[config.mk]
export PLATFORM = sky130hd
export DESIGN_NAME = sdram_arbiter
export DESIGN_NICKNAME = d
export VERILOG_FILES = /design/src/rtl/sdram_arbiter.sv
export SDC_FILE = /design/constraint.sdc
export NUM_CORES = 1
export LEC_CHECK = 0
export BUFFER_PORTS_ARGS = -buffer_cell sky130_fd_sc_hd__buf_4
export CORE_MARGIN = 1.5
export CORE_UTILIZATION = 28
export DETAILED_ROUTE_END_ITERATION = 8
export GPL_TIMING_DRIVEN = 0
export PLACE_DENSITY_LB_ADDON = 0.25
export SETUP_SLACK_MARGIN = 0.4
export SLEW_MARGIN = 20
export SYNTH_ARGS = -nofsm -noshare
export SYNTH_HDL_FRONTEND = slang
export SYNTH_SLANG_ARGS = --single-unit
[constraint.sdc]
create_clock -name clk -period 2.55 [get_ports clk]
set_clock_uncertainty 0.15 [all_clocks]
set_input_delay 0.51 -clock clk [delete_from_list [all_inputs] [get_ports clk]]
set_output_delay 0.51 -clock clk [all_outputs]
set_load 0.02 [all_outputs]
[src/rtl/sdram_arbiter.sv]
// rtl/sdram_arbiter.sv - grants the shared SDRAM command bus to refresh, write or read engines
module sdram_arbiter #(
  parameter int TIMEOUT = 256
) (
  input  logic        clk,
  input  logic        rst,
  input  logic        init_done,
  input  logic [3:0]  init_cmds,
  input  logic [10:0] init_addr,
  input  logic [1:0]  init_ba,
  input  logic        atref_req,
  input  logic        atref_done,
  input  logic [3:0]  atref_cmds,
  input  logic [10:0] atref_addr,
  input  logic [1:0]  atref_ba,
  input  logic        wr_req,
  input  logic        wr_done,
  input  logic [3:0]  wr_cmds,
  input  logic [10:0] wr_addr,
  input  logic [1:0]  wr_ba,
  input  logic        rd_req,
  input  logic        rd_done,
  input  logic [3:0]  rd_cmds,
  input  logic [10:0] rd_addr,
  input  logic [1:0]  rd_ba,
  output logic        atref_en,
  output logic        wr_en,
  output logic        rd_en,
  output logic [3:0]  sdr_cmds,
  output logic [10:0] sdr_addr,
  output logic [1:0]  sdr_ba,
  output logic        arb_err
);

  localparam int TW = $clog2(TIMEOUT);

  localparam logic [2:0] ST_INIT  = 3'd0;
  localparam logic [2:0] ST_ARB   = 3'd1;
  localparam logic [2:0] ST_AREF  = 3'd2;
  localparam logic [2:0] ST_WRITE = 3'd3;
  localparam logic [2:0] ST_READ  = 3'd4;

  localparam logic [TW-1:0] TMO_LAST = TW'(TIMEOUT - 1);

  logic [2:0]    state_q, state_d;
  logic [TW-1:0] tmo_cnt_q, tmo_cnt_d;
  logic          last_wr_q, last_wr_d;
  logic          atref_en_q, atref_en_d;
  logic          wr_en_q, wr_en_d;
  logic          rd_en_q, rd_en_d;
  logic          arb_err_q, arb_err_d;
  logic          grant_done;

  // Next-state logic: arbitration in ST_ARB, done/timeout release in grant states
  always_comb begin
    state_d    = state_q;
    tmo_cnt_d  = tmo_cnt_q;
    last_wr_d  = last_wr_q;
    atref_en_d = 1'b0;
    wr_en_d    = 1'b0;
    rd_en_d    = 1'b0;
    arb_err_d  = 1'b0;
    grant_done = 1'b0;
    case (state_q)
      ST_INIT: begin
        if (init_done) state_d = ST_ARB;
      end
      ST_ARB: begin
        // Counter is held at zero here so every grant starts from a clean count
        tmo_cnt_d = '0;
        if (atref_req) begin
          state_d    = ST_AREF;
          atref_en_d = 1'b1;
        end else if (wr_req && (!rd_req || !last_wr_q)) begin
          state_d   = ST_WRITE;
          wr_en_d   = 1'b1;
          last_wr_d = 1'b1;
        end else if (rd_req) begin
          state_d   = ST_READ;
          rd_en_d   = 1'b1;
          last_wr_d = 1'b0;
        end
      end
      ST_AREF, ST_WRITE, ST_READ: begin
        // Only the done pulse of the engine currently holding the bus counts
        case (state_q)
          ST_AREF:  grant_done = atref_done;
          ST_WRITE: grant_done = wr_done;
          default:  grant_done = rd_done;
        endcase
        if (grant_done) begin
          state_d = ST_ARB;
        end else if (tmo_cnt_q == TMO_LAST) begin
          state_d   = ST_ARB;
          arb_err_d = 1'b1;
        end else begin
          tmo_cnt_d = tmo_cnt_q + TW'(1);
        end
      end
      default: state_d = ST_INIT;
    endcase
  end

  // State, counter, round-robin flag and registered pulse outputs
  always_ff @(posedge clk) begin
    if (rst) begin
      state_q    <= ST_INIT;
      tmo_cnt_q  <= '0;
      last_wr_q  <= 1'b0;
      atref_en_q <= 1'b0;
      wr_en_q    <= 1'b0;
      rd_en_q    <= 1'b0;
      arb_err_q  <= 1'b0;
    end else begin
      state_q    <= state_d;
      tmo_cnt_q  <= tmo_cnt_d;
      last_wr_q  <= last_wr_d;
      atref_en_q <= atref_en_d;
      wr_en_q    <= wr_en_d;
      rd_en_q    <= rd_en_d;
      arb_err_q  <= arb_err_d;
    end
  end

  // PHY mux follows the current owner; idle arbitration drives a NOP
  always_comb begin
    sdr_cmds = 4'b0111;
    sdr_addr = 11'h7FF;
    sdr_ba   = 2'b00;
    case (state_q)
      ST_INIT: begin
        sdr_cmds = init_cmds;
        sdr_addr = init_addr;
        sdr_ba   = init_ba;
      end
      ST_AREF: begin
        sdr_cmds = atref_cmds;
        sdr_addr = atref_addr;
        sdr_ba   = atref_ba;
      end
      ST_WRITE: begin
        sdr_cmds = wr_cmds;
        sdr_addr = wr_addr;
        sdr_ba   = wr_ba;
      end
      ST_READ: begin
        sdr_cmds = rd_cmds;
        sdr_addr = rd_addr;
        sdr_ba   = rd_ba;
      end
      default: begin
        sdr_cmds = 4'b0111;
        sdr_addr = 11'h7FF;
        sdr_ba   = 2'b00;
      end
    endcase
  end

  assign atref_en = atref_en_q;
  assign wr_en    = wr_en_q;
  assign rd_en    = rd_en_q;
  assign arb_err  = arb_err_q;

endmodule

==> results.rst <==
.. list-table::
   :header-rows: 1

   * - Metric
     - Value
   * - Worst Hold Launch
     - rd_req
   * - Share of the synthesized area in compound gates (AO/OA/AOI/OAI)
     - 25.18%
   * - Die W
     - 72.73 um
   * - Endpoint of the lowest-slack register-to-register path
     - tmo_cnt_q[6]
   * - Cell variety after synth
     - 35
   * - Final routed wire length divided by cell count
     - 14.24 um
   * - Adder-cell share of the synthesized area
     - 0.9191%
   * - Post-synthesis sequential element count
     - 16
   * - EDFF count, synth
     - 0
   * - Register-to-register setup slack
     - 510 ps
   * - Cell chosen for the clock root
     - clkbuf_8
   * - Number of pins exceeding their max-slew limit in the final report
     - 0
   * - Crit path capture type
     - primary output
   * - Max-Cap Viols
     - 0
   * - Clock Latency Late Sink
     - 260 ps
   * - Synth top area share
     - 23.53%
   * - RSZ-0062 raised after global routing
     - yes
   * - Met2 demand-to-capacity share in global routing
     - 31.60%
   * - Global Route met1 Usage
     - 21.22%
   * - Proportion of register bits with asynchronous set or reset after synthesis
     - 0%
   * - Maximum buffer depth of the clock tree
     - 2
   * - Hold Path Class
     - in2reg
   * - Dominant cells by area after synthesis
     - dfxtp_1 (24%), mux2i_1 (24%), a22oi_1 (7.7%)
   * - Number of port buffers
     - 97
   * - Met3 track demand over resource
     - 4.144%
   * - Clock-pin slew reported for the worst setup and hold paths after clock tree synthesis
     - 70 ps
   * - Most common flop cell mapped by yosys
     - dfxtp_1
   * - Area Overhead vs Synth
     - 70.68%
   * - Cell taking the most area after synthesis
     - dfxtp_1
   * - Nets in the synthesized netlist
     - 243
   * - Cell count of the worst reg-to-reg path
     - 5
   * - Peak VDD IR
     - 0.0002462 V
   * - Mux contribution to synthesized area
     - 25.18%
   * - Basic-gate share of the synthesized area counting and, or, nand and nor cells
     - 19.49%
   * - Actual transition at the worst max-transition pin
     - 637.3 ps
   * - Estimated wirelength of the detail-placed design
     - 3676 um
   * - Via/cell ratio
     - 5.246
   * - Total overflow reported by the global router
     - 0
   * - Critical path peak fanout
     - 10
   * - Post-synthesis share of cell area spent on xor and xnor gates
     - 0%
   * - GRT Util Overall
     - 17.77%
   * - Final hold violation count
     - 0
   * - Worst max-slew margin expressed relative to the limit
     - 57.06%
   * - Global routing's busiest layer
     - met2
   * - TritonCTS clock tree
     - yes
   * - Synth Instances
     - 165
   * - Period minus WS final
     - 2067 ps
   * - Dominant combinational cell family by area after synthesis
     - multiplexers
   * - Power density relative to cell area
     - 539.2 nW/um2
   * - Total of hold buffers inserted after clock tree synthesis
     - 0
   * - CTS Sinks
     - 16
   * - Fraction of final layout cells with drive strength greater than 1
     - 47.57%
   * - Run status
     - complete, no violations
   * - Top-level I/O count
     - 98
   * - Vias in the first global route
     - 1603
   * - Hold endpoint
     - last_wr_q
   * - Critical R2R Launch
     - state_q[0]
   * - Critical setup path kind
     - reg2out
   * - Worst Path Arrival
     - 1410 ps
   * - Remaining design rule violation count
     - 0
   * - H-tree lvl count
     - 1
   * - First-pass GRT wire length
     - 7452 um
   * - Number of iterations in the first detailed-routing pass
     - 4
   * - Sequential-to-total area share from yosys stat
     - 23.53%
   * - CP Launch Type
     - flop
   * - Post-synthesis area per instance
     - 8.250 um2
   * - Floorplan die height
     - 72.73 um
   * - Required time of the worst setup path
     - 1890 ps
   * - Final WL
     - 4570 um
   * - Warnings from Yosys
     - 0
   * - Std cell rows
     - 25
   * - Largest net degree at the start of global routing
     - 11
   * - Final Util
     - 49.52%
   * - Final Cycle Share
     - 81.06%
   * - Setup TNS after final layout
     - 0 ps
   * - Highest clock rate
     - 483.8 MHz
   * - Final-stage net count
     - 346
   * - Fill cells
     - 473
   * - Routability-driven placement congestion ratio
     - 0.7939
   * - Starting Density
     - 29.01%
   * - Area of the core
     - 4692 um2
   * - Die Footprint
     - 5289 um2
   * - Number of antenna repair diodes
     - 0
   * - Number of nets with antenna violations after detailed routing
     - 0
   * - Final count of negative-setup-slack endpoints
     - 0
   * - Worst hold path depth
     - 2
   * - Post-synthesis instance area
     - 1361 um2
   * - Iteration-0 DRC count of the detailed router
     - 55
   * - Number of vias after detailed routing
     - 1684
   * - Clock buffers created by TritonCTS
     - 3
   * - Number of antenna violations at the first check in global routing
     - 0
   * - Total power of the final layout
     - 1.253 mW
   * - Static Leak
     - 1.001 nW
-- cells in the final DEF (no fill, tap or decap), drive strengths merged, types with 6 or more instances in the layout --
cell	n
o211ai	6
nand2	11
nor2	8
clkbuf	10
o21ai	6
a22oi	14
dfxtp	16
a21oi	9
mux2i	32
buf	107
-- critical path, cell delays in order (launching register included) --
cell and delay (ps):
dfxtp_1 320, buf_6 130, clkbuf_8 190, nand2_1 80, nor2_2 120, nand2_1 60, o21ai_0 70, buf_4 180
-- layer usage --
| layer | share of wire (%) | up-vias | wire, um |
|---|---|---|---|
| li1 | - | 840 | - |
| met1 | 41 | 774 | 1888 |
| met2 | 50 | 65 | 2307 |
| met3 | 6.9 | 5 | 316 |
| met4 | 1.2 | 0 | 57 |
| met5 | 0 | - | 0 |
-- where the power goes --
part	internal [mW]	total, mW	switching, mW	leakage, nW
logic	0.365	0.743	0.378	0.842
registers	0.265	0.276	0.0110	0.130
clock network	0.137	0.234	0.0965	0.0288
total	0.767	1.25	0.486	1.00
-- cell usage after synthesis (2+ instances only) --
| library cell | n |
|---|---|
| nand4_1 | 2 |
| a21o_1 | 2 |
| a21oi_1 | 9 |
| buf_6 | 2 |
| nand2b_1 | 3 |
| or3_1 | 3 |
| and2_1 | 3 |
| clkbuf_1 | 9 |
| o21a_1 | 2 |
| a311oi_1 | 5 |
| a31oi_1 | 4 |
| nor4_1 | 2 |
| dfxtp_1 | 16 |
| o211ai_1 | 6 |
| nor2_1 | 8 |
| nor2b_1 | 3 |
| nand2_1 | 11 |
| and4_1 | 2 |
| buf_2 | 2 |
| mux2_2 | 2 |
| a22oi_1 | 14 |
| buf_1 | 2 |
| nand3_1 | 5 |
| o21ai_0 | 6 |
| mux2i_1 | 32 |
-- cells by family (layout without fill, tap and decap cells) --
group                      Yosys count  count (layout)
buffers and inverters               16             118
DFF                                 16              16
AOI/OAI and AO/OA                   50              50
and+or+nand+nor                     48              48
muxes                               34              34
adders and majority gates            1               1
-- stage by stage --
stage	setup WS (ps)	cells	instance area [um2]	hold WS, ps
after global placement	150.9	316	2157	317.0
after detailed placement	130.2	316	2157	324.4
after floorplan	510.8	165	1361	298.4
after global routing	393.8	321	2323	333.8
after CTS	376.9	320	2268	314.6
final	483.0	321	2323	323.9
-- final cells by class --
cell class | count | area, um2 | share of cell area (%)
sequential | 16 | 324.1 | 13.95
tap | 54 | 67.56 | 2.908
clock buffer | 4 | 55.05 | 2.369
inverter | 1 | 3.754 | 0.1616
multi-input combinational | 133 | 999.7 | 43.03
buffer | 15 | 137.6 | 5.924
timing repair buffer | 98 | 735.7 | 31.66
-- how the worst max path moves through the flow --
stage / slack (ps) / from / to / cells past startpoint
after global routing: 390 / state_q[2] / sdr_addr[2] / 5
after CTS: 380 / state_q[2] / sdr_addr[2] / 5
after global placement: 150 / state_q[1] / sdr_addr[9] / 5
after floorplan: 510 / state_q[0] / sdr_addr[0] / 4
final: 480 / state_q[0] / sdr_ba[0] / 7
after detailed placement: 130 / state_q[1] / sdr_cmds[2] / 5
-- flip-flops by register name, indices dropped and copies added (netlist names) --
| register | cells |
|---|---|
| atref_en | 1 |
| last_wr_q | 1 |
| wr_en | 1 |
| tmo_cnt_q | 8 |
| arb_err | 1 |
| state_q | 3 |
| rd_en | 1 |
-- repair_timing --
| item | in CTS | in global routing |
|---|---|---|
| endpoints found under the setup margin | 22 | 20 |
| endpoints found under the hold margin | 0 | 0 |
| pin swaps | 0 | 0 |
| gates cloned | 0 | 0 |
| setup buffers | 0 | 1 |
| gates resized for setup | 23 | 19 |
Power figures use the tool's default switching activity.
